===== src/rtl/mul_pkg.sv =====
// Shared definitions for the two-requester multiply arbiter: FSM encoding,
// operand/product widths and the legal range of the CALC duration.
package mul_pkg;

   localparam int CALC_CYCLES_MIN = 1;
   localparam int CALC_CYCLES_MAX = 4;
   localparam int CNT_W           = $clog2(CALC_CYCLES_MAX + 1);
   localparam int OP_W            = 16;
   localparam int PROD_W          = 2 * OP_W;

   typedef enum logic [1:0] {
      ST_IDLE = 2'd0,
      ST_CALC = 2'd1,
      ST_RESP = 2'd2
   } state_e;

   // Out-of-range CALC durations are pinned to the nearest legal value.
   function automatic int clamp_calc(input int cycles);
      if (cycles < CALC_CYCLES_MIN) return CALC_CYCLES_MIN;
      if (cycles > CALC_CYCLES_MAX) return CALC_CYCLES_MAX;
      return cycles;
   endfunction

endpackage


===== src/rtl/mul_arbiter_booth.sv =====
// Combinational signed 16x16->32 multiplier: radix-4 Booth partial products
// reduced by a carry-save (Wallace-style) chain and one final adder.
module mul_arbiter_booth
   import mul_pkg::*;
(
   input  logic [OP_W-1:0]   a_i,
   input  logic [OP_W-1:0]   b_i,
   output logic [PROD_W-1:0] p_o
);

   localparam int NPP = OP_W / 2;

   logic [PROD_W-1:0] a_ext;
   logic [PROD_W-1:0] a_neg;
   logic [OP_W:0]     b_pad;
   logic [PROD_W-1:0] pp [NPP];
   logic [PROD_W-1:0] csa_s;
   logic [PROD_W-1:0] csa_c;
   logic [PROD_W-1:0] csa_t;

   assign a_ext = {{(PROD_W - OP_W){a_i[OP_W-1]}}, a_i};
   assign a_neg = ~a_ext + PROD_W'(1);
   assign b_pad = {b_i, 1'b0};

   generate
      for (genvar gi = 0; gi < NPP; gi++) begin : g_pp
         logic [2:0]        trip;
         logic [PROD_W-1:0] sel;

         assign trip = b_pad[2*gi+2 -: 3];

         // Booth digit in {-2,-1,0,+1,+2} picks a multiple of a.
         always_comb begin
            case (trip)
               3'b001, 3'b010: sel = a_ext;
               3'b011:         sel = a_ext << 1;
               3'b100:         sel = a_neg << 1;
               3'b101, 3'b110: sel = a_neg;
               default:        sel = '0;
            endcase
         end

         assign pp[gi] = sel << (2 * gi);
      end
   endgenerate

   always_comb begin
      csa_s = pp[0];
      csa_c = '0;
      csa_t = '0;
      for (int i = 1; i < NPP; i++) begin
         csa_t = csa_s ^ csa_c ^ pp[i];
         csa_c = ((csa_s & csa_c) | (csa_s & pp[i]) | (csa_c & pp[i])) << 1;
         csa_s = csa_t;
      end
   end

   assign p_o = csa_s + csa_c;

endmodule


===== src/rtl/mul_arbiter.sv =====
// Round-robin arbiter in front of a single multiplier: one operation in flight,
// IDLE -> CALC (CALC_CYCLES) -> RESP, response held until the consumer takes it.
module mul_arbiter
   import mul_pkg::*;
#(
   parameter int CALC_CYCLES = 1
)
(
   input  logic              clk,
   input  logic              rst_n,
   input  logic              req0_valid,
   input  logic              req1_valid,
   output logic              req0_ready,
   output logic              req1_ready,
   input  logic [OP_W-1:0]   req0_a,
   input  logic [OP_W-1:0]   req0_b,
   input  logic [OP_W-1:0]   req1_a,
   input  logic [OP_W-1:0]   req1_b,
   output logic              rsp_valid,
   input  logic              rsp_ready,
   output logic [PROD_W-1:0] rsp_data,
   output logic              rsp_id,
   output logic              busy
);

   localparam int CALC_LOAD = clamp_calc(CALC_CYCLES);

   state_e            state_q, state_d;
   logic [CNT_W-1:0]  cnt_q, cnt_d;
   logic              last_q, last_d;
   logic [OP_W-1:0]   a_q, a_d;
   logic [OP_W-1:0]   b_q, b_d;
   logic              id_q, id_d;
   logic [PROD_W-1:0] rsp_data_q, rsp_data_d;
   logic              rsp_id_q, rsp_id_d;

   logic              grant_vld;
   logic              grant_id;
   logic              accept;
   logic [PROD_W-1:0] product;

   mul_arbiter_booth u_booth (
      .a_i (a_q),
      .b_i (b_q),
      .p_o (product)
   );

   // With both requesting, the one not served last wins; a lone requester always wins.
   always_comb begin
      grant_vld = 1'b0;
      grant_id  = 1'b0;
      if (req0_valid && req1_valid) begin
         grant_vld = 1'b1;
         grant_id  = ~last_q;
      end else if (req0_valid) begin
         grant_vld = 1'b1;
         grant_id  = 1'b0;
      end else if (req1_valid) begin
         grant_vld = 1'b1;
         grant_id  = 1'b1;
      end
   end

   assign accept     = rst_n && (state_q == ST_IDLE) && grant_vld;
   assign req0_ready = accept && !grant_id;
   assign req1_ready = accept && grant_id;

   always_comb begin
      state_d    = state_q;
      cnt_d      = cnt_q;
      last_d     = last_q;
      a_d        = a_q;
      b_d        = b_q;
      id_d       = id_q;
      rsp_data_d = rsp_data_q;
      rsp_id_d   = rsp_id_q;
      case (state_q)
         ST_IDLE: begin
            if (accept) begin
               state_d = ST_CALC;
               cnt_d   = CNT_W'(CALC_LOAD);
               last_d  = grant_id;
               id_d    = grant_id;
               a_d     = grant_id ? req1_a : req0_a;
               b_d     = grant_id ? req1_b : req0_b;
            end
         end
         ST_CALC: begin
            if (cnt_q == CNT_W'(1)) begin
               state_d    = ST_RESP;
               cnt_d      = '0;
               rsp_data_d = product;
               rsp_id_d   = id_q;
            end else begin
               cnt_d = cnt_q - CNT_W'(1);
            end
         end
         ST_RESP: begin
            if (rsp_ready) begin
               state_d = ST_IDLE;
            end
         end
         default: state_d = ST_IDLE;
      endcase
   end

   // last_q resets to 1 so requester 0 is preferred on the first contention.
   always_ff @(posedge clk) begin
      if (!rst_n) begin
         state_q    <= ST_IDLE;
         cnt_q      <= '0;
         last_q     <= 1'b1;
         a_q        <= '0;
         b_q        <= '0;
         id_q       <= 1'b0;
         rsp_data_q <= '0;
         rsp_id_q   <= 1'b0;
      end else begin
         state_q    <= state_d;
         cnt_q      <= cnt_d;
         last_q     <= last_d;
         a_q        <= a_d;
         b_q        <= b_d;
         id_q       <= id_d;
         rsp_data_q <= rsp_data_d;
         rsp_id_q   <= rsp_id_d;
      end
   end

   assign rsp_valid = (state_q == ST_RESP);
   assign rsp_data  = rsp_data_q;
   assign rsp_id    = rsp_id_q;
   assign busy      = (state_q != ST_IDLE);

endmodule


===== config.mk =====
export PLATFORM = sky130hd
export DESIGN_NAME = mul_arbiter
export DESIGN_NICKNAME = d
export VERILOG_FILES = /design/src/rtl/mul_pkg.sv /design/src/rtl/mul_arbiter_booth.sv /design/src/rtl/mul_arbiter.sv
export SDC_FILE = /design/constraint.sdc
export NUM_CORES = 1
export LEC_CHECK = 0
export ABC_AREA = 1
export BUFFER_PORTS_ARGS = -buffer_cell sky130_fd_sc_hd__buf_2
export CAP_MARGIN = 40
export CORE_MARGIN = 1
export CORE_UTILIZATION = 35
export CTS_CLUSTER_DIAMETER = 50
export DETAILED_ROUTE_END_ITERATION = 6
export GPL_ROUTABILITY_DRIVEN = 0
export GPL_TIMING_DRIVEN = 0
export PLACE_DENSITY_LB_ADDON = 0.12
export SETUP_SLACK_MARGIN = 0.15
export SYNTH_ARGS = -nofsm -noshare
export SYNTH_HDL_FRONTEND = slang
export SYNTH_SLANG_ARGS = --single-unit

===== constraint.sdc =====
create_clock -name clk -period 6.8 [get_ports clk]
set_input_delay 0.34 -clock clk [delete_from_list [all_inputs] [get_ports clk]]
set_output_delay 0.34 -clock clk [all_outputs]
set_load 0.1 [all_outputs]

; ---- Word-level counts from Yosys, hierarchy flattened
; Cells that the tools add are included.
[totals]
input_bits = 69
regBits = 72
word_cells = 157
out_inout_bits = 37
[classes]
reduce_logical = 27
n_bitwise = 46
eq_ne = 51
muxes = 22
n_addsub = 3
[ops]
columns = op, count
row1 = bitwise AND 31 bit, 19
row2 = bitwise XOR 32 bit, 13
row3 = bitwise OR 31 bit, 12
row4 = case mux 30 bit (4 select lines), 1
row5 = case mux 28 bit (4 select lines), 1
row6 = case mux 26 bit (4 select lines), 1
row7 = case mux 24 bit (4 select lines), 1
row8 = case mux 32 bit (3 select lines), 1
row9 = case mux 22 bit (4 select lines), 1
row10 = case mux 20 bit (4 select lines), 1
row11 = case mux 18 bit (4 select lines), 1
row12 = "== test 3 bit, second input constant", 21
row13 = "== test 3 x 2 -> 1 bit, second input constant", 14
row14 = "adder 32 x 1 -> 32 bit, second input constant", 1
row15 = adder 32 bit, 1
row16 = 2-to-1 mux 16 bit, 2
row17 = NOT 32 bit, 1
row18 = OR reduction 2 bit, 14
row19 = "== test 3 x 1 -> 1 bit, second input constant", 8
row20 = "== test 2 bit, second input constant", 3
row21 = 2-to-1 mux 2 bit, 3
row22 = 2-to-1 mux 3 bit, 2
row23 = case mux 2 bit (3 select lines), 1
row24 = case mux 3 bit (2 select lines), 1
row25 = other kinds (12), 25

; ---- Longest topological paths before layout
; Gate-level depths: netlist (run 1).
[logic_depth]
depth_word = 23
ltp_mapped = 40
depth_no_buf = 37

; ---- Cells and area by module
; A second synthesis (run 1) with hierarchy kept.
[unflattened]
cells_unflattened = 1591
area_unflattened_um2 = 11966.5
[by_module_without_submodules]
columns = mod, instances, area_per_inst_um2, seq_area_each_um2, cells_each
row1 = mul_arbiter_booth, 1, 8728.4, 0.0, 1142
row2 = mul_arbiter, 1, 3238.1, 1441.4, 449

; ---- Worst setup path before layout (run 1)
; Ideal clock, no wire load.
[synth_path]
path_kind = register -> register
startpoint = reg a_q[0]
endpoint = reg rsp_data_q[25], in the netlist rsp_data[25]
path_slack_ns = -0.233
required_time_ns = 6.687
t_arrival_ns = 6.920
n_path_buf = 1
path_stages_with_launch = 37
synth_period_minus_slack_ns = 7.033
setup_time_ns = 0.113
cell_sequence = dfxtp_1 > inv_2 > clkbuf_1 > ha_1 > nand2_2 > nor2_4 > inv_1 > nor2_1 > nand3_1 > nand2_2 > clkinv_1 > a221oi_1 > o21ai_0 > ha_1 > inv_1 > fa_1 > fa_1 > fa_1 > fa_1 > inv_1 > fa_1 > ha_1 > ha_1 > nand3_1 > nand3_1 > nand2_1 > nand2_1 > a21oi_1 > o21ai_1 > a21oi_1 > o21bai_1 > nand2_1 > nand2_1 > nand2_1 > nand2_1 > o21ai_1 > inv_1
[synth_between]
elab_chain_len = 23
word_cells_on_any_way = 55
cone_classes = add/sub (2) / mux (8) / bitwise (45)
[synth_lines]
columns = item, line_no
row1 = from (decl), mul_arbiter.sv:31  ; logic [OP_W-1:0] a_q, a_d;
row2 = from (signal assigned), mul_arbiter.sv:113  ; a_q <= '0;
row3 = from (signal assigned), mul_arbiter.sv:122  ; a_q <= a_d;
row4 = NOT 32 bit, mul_arbiter_booth.sv:22  ; assign a_neg = ~a_ext + PROD_W'(1);
row5 = adder 32 x 1 -> 32 bit, mul_arbiter_booth.sv:22
row6 = case mux 30 bit (4 select lines) or case mux 32 bit (3 select lines) (tied branches), mul_arbiter_booth.sv:34  ; case (trip)
row7 = bitwise XOR 32 bit or bitwise AND 31 bit (tied branches), "mul_arbiter_booth.sv:52, mul_arbiter_booth.sv:53"
row8 = bitwise AND 31 bit, mul_arbiter_booth.sv:53  ; csa_c = ((csa_s & csa_c) | (csa_s & pp[i]) | (csa_c & pp[i])) << 1;
row9 = bitwise OR 31 bit (2 in a row), mul_arbiter_booth.sv:53
row10 = bitwise AND 31 bit, mul_arbiter_booth.sv:53
row11 = bitwise OR 31 bit (2 in a row), mul_arbiter_booth.sv:53
row12 = bitwise AND 31 bit, mul_arbiter_booth.sv:53
row13 = bitwise OR 31 bit (2 in a row), mul_arbiter_booth.sv:53
row14 = bitwise AND 31 bit, mul_arbiter_booth.sv:53
row15 = bitwise OR 31 bit (2 in a row), mul_arbiter_booth.sv:53
row16 = bitwise AND 31 bit, mul_arbiter_booth.sv:53
row17 = bitwise OR 31 bit (2 in a row), mul_arbiter_booth.sv:53
row18 = bitwise AND 31 bit, mul_arbiter_booth.sv:53
row19 = bitwise OR 31 bit (2 in a row), mul_arbiter_booth.sv:53
row20 = adder 32 bit (*), mul_arbiter_booth.sv:58  ; assign p_o = csa_s + csa_c;
row21 = to (signal assigned), mul_arbiter.sv:125  ; rsp_data_q <= rsp_data_d;
row22 = to (decl), mul_arbiter.sv:34  ; logic [PROD_W-1:0] rsp_data_q, rsp_data_d;
; Every way passes the cells marked *; elsewhere a longest branch is shown, timed or not.
; A chain may end at the register's enable or synchronous reset.

; ---- Worst setup path in the final report (run 1)
[layout_path]
startpoint = reg a_q[0]
endpoint = reg rsp_data_q[26], in the netlist rsp_data[26]
; The elaborated chain is that of the path after synthesis.

==> results of run 1 <==
-- worst min-delay path by stage --
stage                                         from                       end  slack (ns)  cells after the start
after global placement    rsp_data[4]$_SDFFE_PN0P_  rsp_data[4]$_SDFFE_PN0P_        0.45                      2
after floorplan                  id_q$_SDFFE_PN0P_         id_q$_SDFFE_PN0P_        0.44                      2
final                                    req1_a[0]       a_q[0]$_SDFFE_PN0P_        0.23                      3
after global routing                     req1_a[5]       a_q[5]$_SDFFE_PN0P_        0.24                      3
after CTS                                req1_a[0]       a_q[0]$_SDFFE_PN0P_        0.23                      3
after detailed placement  rsp_data[9]$_SDFFE_PN0P_  rsp_data[9]$_SDFFE_PN0P_        0.45                      2
-- worst max-delay path, delay by kind of cell, from the launching register on --
family,cells,cell delay (ns)
fa+ha+maj,9,3.90
simple gates,11,1.27
buf+inv,9,0.56
compound gates,4,0.51
flops,1,0.36
xor+xnor,1,0.14
-- repair_timing --
item,in CTS,in global routing
gates resized for setup,167,56
setup endpoints to repair,19,15
pin swaps,58,39
setup buffers,47,13
endpoints found under the hold margin,0,0
-- layout by cell type (no fill, tap or decap), drive strengths merged, types with 11 or more instances in the layout --
| cell | count |
|---|---|
| xor2 | 11 |
| dfxtp | 72 |
| inv | 241 |
| nor2 | 104 |
| clkinv | 13 |
| ha | 76 |
| o211ai | 27 |
| a221oi | 79 |
| nand2 | 301 |
| a31oi | 35 |
| o22ai | 90 |
| fa | 133 |
| clkbuf | 76 |
| nand4 | 12 |
| nand3 | 64 |
| buf | 186 |
| o221ai | 17 |
| o21ai | 68 |
| a21oi | 61 |
-- registers in the layout (all words and copies together) (netlist names) --
register and cells:
a_q 16, b_q 16, cnt_q 3, id_q 1, last_q 1, rsp_data 32, rsp_id 1, state_q 2
-- power by group --
group / switching, mW / internal [mW] / total [mW]
combinational: 2.02 / 1.23 / 3.25
clock: 0.241 / 0.325 / 0.566
sequential: 0.0311 / 0.451 / 0.482
total: 2.29 / 2.00 / 4.30
-- Yosys cell counts (all sizes together), types with 11 or more instances --
cell type and instances:
o221ai 17, fa 133, xor2 11, ha 76, nand2 301, nor2 104, nand3 64, clkinv 14
a21oi 61, a31oi 35, clkbuf 67, a221oi 79, inv 239, nand4 12, o21ai 68, o22ai 90
buf 20, dfxtp 72, o211ai 27
-- final cells by class --
class                           count  area, um2
Clock inverter                      6       90.1
Timing Repair Buffer              165        996
Multi-Input combinational cell   1123       9270
Inverter                          253       1000
Sequential cell                    72       1460
Tap cell                          435        544
Fill cell                        3279      17700
Buffer                             87        492
Clock buffer                       10        229
-- metrics by stage --
step | util | setup WS, ns
after floorplan | - | 0.155
after global placement | 0.394 | -0.965
after detailed placement | 0.394 | -1.02
after CTS | 0.434 | 0.0221
after global routing | 0.443 | -0.281
final | 0.443 | -0.0719
-- cells by family (layout without fill, tap and decap cells) --
| family | Yosys count | after routing | synth area share |
|---|---|---|---|
| adders and majority gates | 209 | 209 | 0.317 |
| and+or+nand+nor | 497 | 497 | 0.194 |
| DFF | 72 | 72 | 0.126 |
| xor gates and xnor gates | 19 | 19 | 0.0146 |
| buffers and inverters | 340 | 521 | 0.116 |
| AOI/OAI and AO/OA | 398 | 398 | 0.232 |
-- per-layer routing --
metal / wire, um / up-vias / GRT usage
met5: 0 / - / 0
met2: 19100 / 584 / 0.417
met3: 3080 / 103 / 0.0287
met1: 19300 / 5596 / 0.361
li1: - / 5625 / -
met4: 1870 / 0 / 0.101
==> impl_metrics.json, run 1 <==
{
  "status": "complete, but fails checks",
  "violations": "negative setup slack",
  "cts_buffers": 9,
  "synth_cell_types": 47,
  "r2r_start": "a_q[0]$_SDFFE_PN0P_",
  "grt_start_max_net_pins": 14,
  "setup_viol": 2,
  "mappedNetlistArea_um2": 11400,
  "grt-ovfl-total": 0,
  "layout-drive-gt1-share": 0.230,
  "cp-end-kind": "register",
  "whs_ns": 0.232,
  "hold_class": "primary input to register",
  "min_period_ns": 6.87,
  "die_h_um": 183,
  "ys.flop_type": "dfxtp_1",
  "initial_core_util": 0.359,
  "startpoint": "a_q[0]$_SDFFE_PN0P_",
  "clock-sinks": 72,
  "r2r_end": "rsp_data[26]$_SDFFE_PN0P_",
  "num_rows": 65,
  "ys_async_sr_fraction": 0,
  "fmax_mhz": 146,
  "fin_tns_setup_ns": -0.100,
  "rsz0062_at_grt": "true",
  "ff2ff_setup_slack_ns": -0.07,
  "finalPower_mw": 4.30,
  "avgSynthCellArea_um2": 7.43,
  "report.final.slew_viol_count": 0,
  "diodes": 0,
  "clkSlewWorstSetupHoldPaths_ns": 0.08,
  "start_kind": "register",
  "tightestPinTransition_ns": 0.866,
  "stdcell_area_um2": 14100,
  "synth_nets": 1813,
  "grt_pass1_wl_um": 66800,
  "yosys.area.top_type": "fa_1",
  "yosys_warnings": 0,
  "cp.required_ns": 7.06,
  "drcViolationCount": 0,
  "ys_ff_latch": 72,
  "cp_max_fo": 5,
  "core-area_um2": 31800,
  "endpoint": "rsp_data[26]$_SDFFE_PN0P_",
  "syn_inst": 1535,
  "viasPerCell": 5.54,
  "finalHoldViolCount": 0,
  "nNetsFinal": 1989,
  "vias": 11900,
  "max_cap_viol_count": 0,
  "yosysSeqAreaShare": 0.126,
  "initialDrtViolationCount": 1132,
  "postPlaceCellArea_um2": 12500,
  "reg2regPathDepth": 34,
  "period_share": 1.01,
  "cts_buffer_depth": 2,
  "ir_drop_mv": 0.179,
  "yosysTopAreaCellShare": 0.233,
  "chipWidth_um": 183,
  "firstDrtPassIters": 5,
  "crit_arrival_ns": 7.13,
  "die_area_um2": 33300,
  "pwr_density_cell_nw_per_um2": 305,
  "dpl.cell_count": 2075,
  "cts_max_level": 3,
  "cts_tree": "done",
  "leakage_nw": 5.74,
  "synth-edff-count": 0,
  "clk_latency_ns": 0.36,
  "grt_pass1_vias": 11700,
  "finClkSkew_ns": 0.0179,
  "critPathKind": "register to register",
  "fin_cells": 2151,
  "io_buffers": 105,
  "track_usage": 0.261,
  "hold_buffers": 0,
  "yosys-top-cells-area": "fa_1 23%, dfxtp_1 13%, nand2_1 9.4%, ha_1 8.3%, inv_1 7.6%",
  "postRouteAntennaNets": 0,
  "slew_headroom": 0.422,
  "grt_antenna_before_repair": 0,
  "wl_um": 43300,
  "place_hpwl_um": 35800,
  "areaGrowthSynthToFinish_pct": 23.4,
  "wl_per_cell_um": 20.1,
  "root_buffer": "clkbuf_16",
  "layout_setup_ws_ns": -0.0719,
  "cp_slowest_stage_delay_ns": 0.63,
  "io_pins": 106,
  "slowest_stage": "fa_2"
}
Note: power is estimated with default switching activity, not from simulation.
==> run 2: changes to the inputs <==
- CAP_MARGIN: 40 -> 20
- PLACE_DENSITY: unset -> 0.64
- PLACE_DENSITY_LB_ADDON: 0.12 -> unset
==> run 2 against run 1 <==
- the flow still finishes with violations (negative setup slack)
- hold slack better by 0.0020 ns
- register-to-register slack better by 0.04 ns
- critical path depth is the same
- count of clock-buffer cells in the layout unchanged
- global-route usage fell by 2.0 points
- sequential power is essentially flat
- die area unchanged
- power up 3.6%
- non-clock buffer count grew 11
- largest power group unchanged
==> impl_metrics.json, run 2 (synthesis results as in run 1) <==
{
  "report.final.slew_viol_count": 0,
  "die_area_um2": 33300,
  "tightestPinTransition_ns": 0.718,
  "nFillCells": 3178,
  "max_cap_viol_count": 0,
  "nNetsFinal": 2000,
  "initial_core_util": 0.359,
  "chipWidth_um": 183,
  "die_h_um": 183,
  "clkSlewWorstSetupHoldPaths_ns": 0.08,
  "grt_start_max_net_pins": 14,
  "met1Wirelength_um": 17100,
  "r2r_end": "rsp_data[26]$_SDFFE_PN0P_",
  "highest_layer": "met4",
  "finClkSkew_ns": 0.0167,
  "r2r_start": "a_q[1]$_SDFFE_PN0P_",
  "cp_common_cell": "fa_1",
  "regArea_um2": 1450,
  "grt_antenna_before_repair": 0,
  "period_share": 1.00,
  "fmax_mhz": 146,
  "layout_setup_ws_ns": -0.0307,
  "wl_per_cell_um": 19.0,
  "wl_um": 41200,
  "vias": 12400,
  "drcViolationCount": 0,
  "cp_max_fo": 4,
  "grt_pass1_vias": 11600,
  "io_pins": 106,
  "cts_buffers": 9,
  "layout-drive-gt1-share": 0.241,
  "leakage_nw": 5.78,
  "mostFrequentLayoutCells": "263 x nand2_1, 211 x inv_1, 117 x fa_1",
  "clock-sinks": 72,
  "clk_latency_ns": 0.37,
  "hold_path_startpoint": "req1_a[15]",
  "critPathKind": "register to register",
  "postRouteAntennaNets": 0,
  "finalPower_mw": 4.45,
  "critPathTopFamily": "adder cells",
  "slew_headroom": 0.522,
  "layout.cells.most_common": "nand2_1",
  "cp_slowest_stage_delay_ns": 0.54,
  "wl_met2_um": 17400,
  "grt-ovfl-total": 0,
  "areaGrowthSynthToFinish_pct": 25.0,
  "hold_buffers": 0,
  "root_buffer": "clkbuf_16",
  "place_hpwl_um": 32900,
  "wl_met3_um": 4580,
  "multiInputGateArea_um2": 9420,
  "viasPerCell": 5.71,
  "hold_class": "primary input to register",
  "firstDrtPassIters": 7,
  "ir_drop_mv": 0.172,
  "track_usage": 0.241,
  "whs_ns": 0.234,
  "cp-end-kind": "register",
  "violations": "negative setup slack",
  "finalHoldViolCount": 0,
  "pre_cts_slack_ns": -0.896,
  "cts_tree": "done",
  "setup_viol": 1,
  "ff2ff_setup_slack_ns": -0.03,
  "cp.required_ns": 7.06,
  "min_to": "a_q[15]$_SDFFE_PN0P_",
  "slowest_stage": "fa_1",
  "diodes": 0,
  "cts_buffer_depth": 2,
  "core-area_um2": 31800,
  "rsz0062_at_grt": "true",
  "start_kind": "register",
  "status": "complete, but fails checks",
  "min_period_ns": 6.83,
  "crit_arrival_ns": 7.09,
  "largest_reg_flops": 32,
  "pwr_density_cell_nw_per_um2": 312,
  "grt_pass1_wl_um": 62900,
  "io_buffers": 105,
  "num_rows": 65,
  "worst-path-buf-inv": 10,
  "reg2regPathDepth": 34,
  "initialDrtViolationCount": 1406,
  "min_path_cells": 3,
  "cts_max_level": 3
}
## run 2: layer usage
metal,vias to the layer above,global-route usage
met2,818,0.369
li1,5655,-
met5,-,0
met4,0,0.104
met1,5731,0.327
met3,148,0.0497
## run 2: how the worst max path moves through the flow
stage	from	endpoint	slack, ns	depth (start not counted)
2_1_floorplan	a_q[0]$_SDFFE_PN0P_	rsp_data[25]$_SDFFE_PN0P_	0.16	36
3_3_place_gp	a_q[1]$_SDFFE_PN0P_	rsp_data[26]$_SDFFE_PN0P_	-0.81	31
3_5_place_dp	a_q[1]$_SDFFE_PN0P_	rsp_data[25]$_SDFFE_PN0P_	-0.90	36
4_1_cts	a_q[1]$_SDFFE_PN0P_	rsp_data[26]$_SDFFE_PN0P_	0.07	35
5_1_grt	a_q[0]$_SDFFE_PN0P_	rsp_data[26]$_SDFFE_PN0P_	-0.26	35
6_report	a_q[1]$_SDFFE_PN0P_	rsp_data[26]$_SDFFE_PN0P_	-0.03	34
## run 2: power breakdown
part           total [mW]  internal (mW)  switching (mW)
combinational        3.49           1.36            2.14
clock               0.478          0.249           0.228
sequential          0.483          0.451          0.0320
total                4.45           2.06            2.40
## run 2: layout make-up
| class | instances | area share |
|---|---|---|
| well taps | 435 | 0.0381 |
| clock inverters | 6 | 0.00298 |
| repair buffers | 176 | 0.0756 |
| inverters | 253 | 0.0708 |
| flip-flops and latches | 72 | 0.102 |
| plain buffers | 87 | 0.0346 |
| multi-input cells | 1123 | 0.660 |
| clock buffers | 10 | 0.0160 |
## run 2: worst min-delay path, stage by stage
cell and delay, ns:
buf_2 0.10, nand2_1 0.06, a31oi_1 0.07
## run 2: metrics by stage
step / cell area (um2) / utilization / setup TNS [ns] / std cells
floorplan: 11500 / - / 0 / 1535
global placement: 12500 / 0.394 / -9.82 / 2075
detailed placement: 12500 / 0.394 / -10.90 / 2075
CTS: 13600 / 0.428 / 0 / 2129
global route: 14300 / 0.449 / -1.73 / 2162
finish: 14300 / 0.449 / -0.0307 / 2162
## run 2: what timing repair did
item	CTS	global route
setup buffers	38	33
setup endpoints to repair	19	18
gates resized for setup	137	117
pin swaps	56	61
